$ cat config.mk
export PLATFORM = sky130hd
export DESIGN_NAME = instr_encoder
export DESIGN_NICKNAME = d
export VERILOG_FILES = /design/src/rtl/instr_encoder.sv
export SDC_FILE = /design/constraint.sdc
export NUM_CORES = 1
export LEC_CHECK = 0
export CORE_ASPECT_RATIO = 0.6
export CORE_UTILIZATION = 30
export DETAILED_ROUTE_END_ITERATION = 10
export GPL_TIMING_DRIVEN = 1
export PLACE_DENSITY = 0.56
export SYNTH_ARGS = -nofsm -noshare
export SYNTH_HDL_FRONTEND = slang
export SYNTH_SLANG_ARGS = --single-unit
$ cat constraint.sdc
create_clock -name clk -period 3.62 [get_ports clk]
set_clock_uncertainty 0.1 [all_clocks]
set_input_delay 0.362 -clock clk [delete_from_list [all_inputs] [get_ports clk]]
set_output_delay 0.362 -clock clk [all_outputs]
set_load 0.005 [all_outputs]
$ cat src/rtl/instr_encoder.sv
// Instruction encoder: packs MIPS-style fields into 32-bit words and
// streams them into instruction memory as a start/last bounded session.
module instr_encoder #(
    parameter int ADDR_W = 8
) (
    input  logic              clk,
    input  logic              rst,
    input  logic              start,
    input  logic [ADDR_W-1:0] base_addr,
    input  logic              in_valid,
    output logic              in_ready,
    input  logic [4:0]        in_op,
    input  logic [4:0]        in_rs,
    input  logic [4:0]        in_rt,
    input  logic [4:0]        in_rd,
    input  logic [4:0]        in_shamt,
    input  logic [15:0]       in_imm,
    input  logic [25:0]       in_target,
    input  logic              in_last,
    output logic              mem_we,
    output logic [ADDR_W-1:0] mem_addr,
    output logic [31:0]       mem_wdata,
    output logic              busy,
    output logic              done,
    output logic [ADDR_W:0]   count,
    output logic              err_illegal,
    output logic              err_full
);

    localparam int DEPTH = 2 ** ADDR_W;
    localparam logic [ADDR_W:0] LAST_CNT = (ADDR_W + 1)'(DEPTH - 1);

    typedef enum logic [1:0] {
        S_IDLE,
        S_RUN,
        S_DONE
    } state_t;

    typedef enum logic [1:0] {
        F_R,
        F_I,
        F_J
    } fmt_t;

    state_t            state;
    logic [ADDR_W-1:0] ptr;

    fmt_t        fmt;
    logic [5:0]  opc;
    logic [5:0]  funct;
    logic        legal;
    logic        is_shift;
    logic        is_jr;
    logic [31:0] word;
    logic        accept;

    assign in_ready = (state == S_RUN);
    assign busy     = (state != S_IDLE);
    assign done     = (state == S_DONE);
    assign accept   = in_valid && in_ready;

    always_comb begin
        legal    = 1'b1;
        fmt      = F_R;
        opc      = 6'h00;
        funct    = 6'h00;
        is_shift = 1'b0;
        is_jr    = 1'b0;
        unique case (in_op)
            5'd0:  funct = 6'h20;
            5'd1:  funct = 6'h21;
            5'd2:  funct = 6'h22;
            5'd3:  funct = 6'h23;
            5'd4:  funct = 6'h24;
            5'd5:  funct = 6'h25;
            5'd6:  begin funct = 6'h00; is_shift = 1'b1; end
            5'd7:  begin funct = 6'h02; is_shift = 1'b1; end
            5'd8:  funct = 6'h2A;
            5'd9:  begin funct = 6'h08; is_jr = 1'b1; end
            5'd10: begin fmt = F_I; opc = 6'b001000; end
            5'd11: begin fmt = F_I; opc = 6'b001001; end
            5'd12: begin fmt = F_I; opc = 6'b001010; end
            5'd13: begin fmt = F_I; opc = 6'b001011; end
            5'd14: begin fmt = F_I; opc = 6'b001100; end
            5'd15: begin fmt = F_I; opc = 6'b001101; end
            5'd16: begin fmt = F_I; opc = 6'b011000; end
            5'd17: begin fmt = F_I; opc = 6'b011001; end
            5'd18: begin fmt = F_I; opc = 6'b011010; end
            5'd19: begin fmt = F_I; opc = 6'b011011; end
            5'd20: begin fmt = F_I; opc = 6'b011100; end
            // BLEQ skips 011101
            5'd21: begin fmt = F_I; opc = 6'b011110; end
            5'd22: begin fmt = F_J; opc = 6'b000010; end
            5'd23: begin fmt = F_J; opc = 6'b000011; end
            5'd24: begin fmt = F_I; opc = 6'b100011; end
            5'd25: begin fmt = F_I; opc = 6'b101011; end
            default: legal = 1'b0;
        endcase
    end

    always_comb begin
        word = 32'h0;
        unique case (fmt)
            F_I: word = {opc, in_rs, in_rt, in_imm};
            F_J: word = {opc, in_target};
            default: word = {6'b000000, in_rs,
                             is_jr ? 5'd0 : in_rt,
                             is_jr ? 5'd0 : in_rd,
                             is_shift ? in_shamt : 5'd0,
                             funct};
        endcase
    end

    always_ff @(posedge clk) begin
        if (rst) begin
            state       <= S_IDLE;
            ptr         <= '0;
            count       <= '0;
            mem_we      <= 1'b0;
            mem_addr    <= '0;
            mem_wdata   <= 32'h0;
            err_illegal <= 1'b0;
            err_full    <= 1'b0;
        end else begin
            mem_we <= 1'b0;
            unique case (state)
                S_IDLE: begin
                    if (start) begin
                        state       <= S_RUN;
                        ptr         <= base_addr;
                        count       <= '0;
                        err_illegal <= 1'b0;
                        err_full    <= 1'b0;
                    end
                end
                S_RUN: begin
                    if (accept && legal) begin
                        mem_we    <= 1'b1;
                        mem_addr  <= ptr;
                        mem_wdata <= word;
                        ptr       <= ptr + 1'b1;
                        count     <= count + 1'b1;
                        if (in_last) begin
                            state <= S_DONE;
                        end else if (count == LAST_CNT) begin
                            err_full <= 1'b1;
                            state    <= S_DONE;
                        end
                    end else if (accept) begin
                        err_illegal <= 1'b1;
                        if (in_last) state <= S_DONE;
                    end
                end
                default: state <= S_IDLE;
            endcase
        end
    end

endmodule

==> summary.txt <==
Worst Setup End Kind: flop
Least-Margin Pin Slew: 0.759 ns
Vias in the first global route: 3226
Antenna-violating nets left: 0
Fin. max-slew vios: 0
Wirelength per Cell: 16.9 µm
Gr ovfl total: 0
Synth-to-layout area growth: 55.5%
Final Critical Period: 3.09 ns
Largest stage delay, worst path: 0.78 ns
Multi-input gate area: 1690 µm²
Crit path DAT: 3.23 ns
Gate Count Post-Synth: 375
Max clock buf depth: 2
Maximum fanout along the worst path: 14
Post-CTS resize count: 0
Top-area cell type share of the netlist area: 40.1%
Count of final hold-check violations: 0
Asr flop ratio synth: 0%
Total number of vias: 3387
Avg Cell Area, Syn: 8.25 µm²
CORE AREA: 9950 µm²
Htree depth: 3
Storage cell area: 1240 µm²
Yosys reg bits: 62
CTS Root Cell: clkbuf_16
Crit path kind: in -> reg
CTS tree: done
Largest net degree at the start of global routing: 61
Final worst slack: 0.529 ns
IO Port Bufs: 134
Worst relative slew slack: 49.4%
Pre-CTS setup slack: 0.207 ns
Hold Crit Class: in -> reg
Row count: 28
Synth top area cells: dfxtp_1 40%, nor2_1 5.0%, nand2_1 4.5%, a21oi_1 4.4%, a221oi_1 4.0%
Total power: 1880 µW
Filler instances: 961
Yosys top cell by area: dfxtp_1
Nets: 585
Die area: 10700 µm²
Worst endpoint required time: 3.76 ns
Setup_tns: 0 ns
Post-DR vias/cell: 5.30
Max_cap viols: 0
IO Count: 135
Post-CTS setup buffers: 0
Crit path buf inv count: 2
Post-Layout Inst Area: 4810 µm²
First-pass GRT wire length: 17.2 mm
Power density over the cells: 391 nW/µm²
Global Route Usage Sum: 20.6%
CTS sink cnt: 62
Most common library cell in the layout ignoring fill and taps: clkdlybuf4s50_1
Worst-path clk slew: 0.05 ns
VDD IR max: 0.249 mV
CP startpoint kind: input pin
Unique masters post-synth: 55
Synth Cell Area: 3100 µm²
Leak: 0.00172 µW
CP delay by family, top: compound AO/OA/AOI/OAI gates
Gpl congestion: 0.815
Status: complete, no violations
Post-synthesis sequential area ratio: 40.1%
First drt pass iteration count: 5
Die Y: 80.7 µm
Most frequent cells in the layout: 133 x clkdlybuf4s50_1, 62 x dfxtp_1, 41 x nor2_1
Drt total wl: 10.8 mm
Initial antenna violation count: 0
Num CTS Buffers: 9
Top FF cell, synth: dfxtp_1
Post-placement cell area: 4550 µm²
Width of the chip: 133 µm
Worst-Skew Late Latency: 0.33 ns
Iter 0 DRT Violations: 261
Drt drc: 0
Syn Nets: 460
Initial Utilization: 31.1%
Crit share post-route: 85.4%
Post-synth EDFFs: 0
Fmax achieved: 324 MHz
# setup viols final: 0
Unrepaired setup endpoints after global routing: false
Post-CTS Hold Fix Bufs: 0
Antenna cells: 0
Worst-path cell chain: clkdlybuf4s50_1, a21oi_1, a31oi_1, nand2_1, ha_1, clkinv_1, a31oi_2, a222oi_1, a211oi_1
Slowest CP cell: clkdlybuf4s50_1
Share of layout cells above drive strength 1: 6.75%
Post-DP HPWL: 7.67 mm
Synthesis warning total: 0
power by group:
group	internal, µW	total (µW)	switching [µW]	leakage [µW]
registers	714	737	23.1	0.000504
clock network	496	793	296	0.000133
logic	187	353	166	0.00108
sequential cells by signal (all words and copies together), names as in the netlist:
register / count
mem_wdata: 32
count: 9
mem_addr: 8
ptr: 8
state: 2
err_full: 1
err_illegal: 1
mem_we: 1
routing by layer:
| metal | track usage (%) | vias up | routed length [µm] |
|---|---|---|---|
| li1 | - | 1645 | - |
| met1 | 28.6 | 1590 | 5510 |
| met2 | 30.9 | 141 | 4360 |
| met3 | 5.93 | 11 | 860 |
| met4 | 5.34 | 0 | 98 |
| met5 | 0 | - | 0 |
kinds of logic after synthesis:
| kind of cell | share of synthesized area (%) |
|---|---|
| AOI/OAI and AO/OA | 28.9 |
| buffers and inverters | 5.50 |
| xor gates and xnor gates | 0.849 |
| muxes | 0.323 |
| adders and majority gates | 2.02 |
| and+or+nand+nor | 22.3 |
| DFF | 40.1 |
worst paths after layout:
kind,from,endpoint,slack [ns],depth (start not counted)
setup / recovery,in_op[3],mem_wdata[14],0.53,9
hold / removal,rst,state[1],0.24,3
setup reg to reg,state[0],mem_wdata[14],1.44,5
hold reg to reg,mem_addr[1],mem_addr[1],0.36,2
layout make-up:
cell class              count  area share, %
multi-input cells         274           35.0
repair buffers            142           29.3
flip-flops and latches     62           25.8
clock buffers              14           5.48
well taps                 135           3.51
inverters                  11          0.858
clock inverters             1          0.104
Yosys cell counts, drive strengths merged (2+ instances only):
library cell	instances
or4	2
a311oi	3
a221oi	14
a222oi	12
nor3b	3
ha	5
nand2	38
a21oi	28
dfxtp	62
nand2b	6
clkinv	2
nand3	4
clkbuf	12
a21o	4
o21ai	15
o31ai	2
a31o	2
o32ai	2
a31oi	5
o211a	2
nor2	41
a22o	9
nor2b	4
and2	5
or2	3
o22ai	2
a211o	2
a211oi	14
nor3	23
buf	16
and3	6
xor2	2
inv	9
or3	2
nand4	2
worst min-delay path: stages:
cell and delay [ns]:
buf_2 0.09, nand2b_1 0.12, nor2_1 0.05
through the flow:
stage	hold slack (ns)	std cells	util, %
final	0.245	639	48.4
after global placement	0.349	624	45.7
after global routing	0.254	639	48.4
after detailed placement	0.351	624	45.7
after floorplan	0.336	375	-
after CTS	0.235	639	48.4
Note: power is estimated with default switching activity, not from simulation.
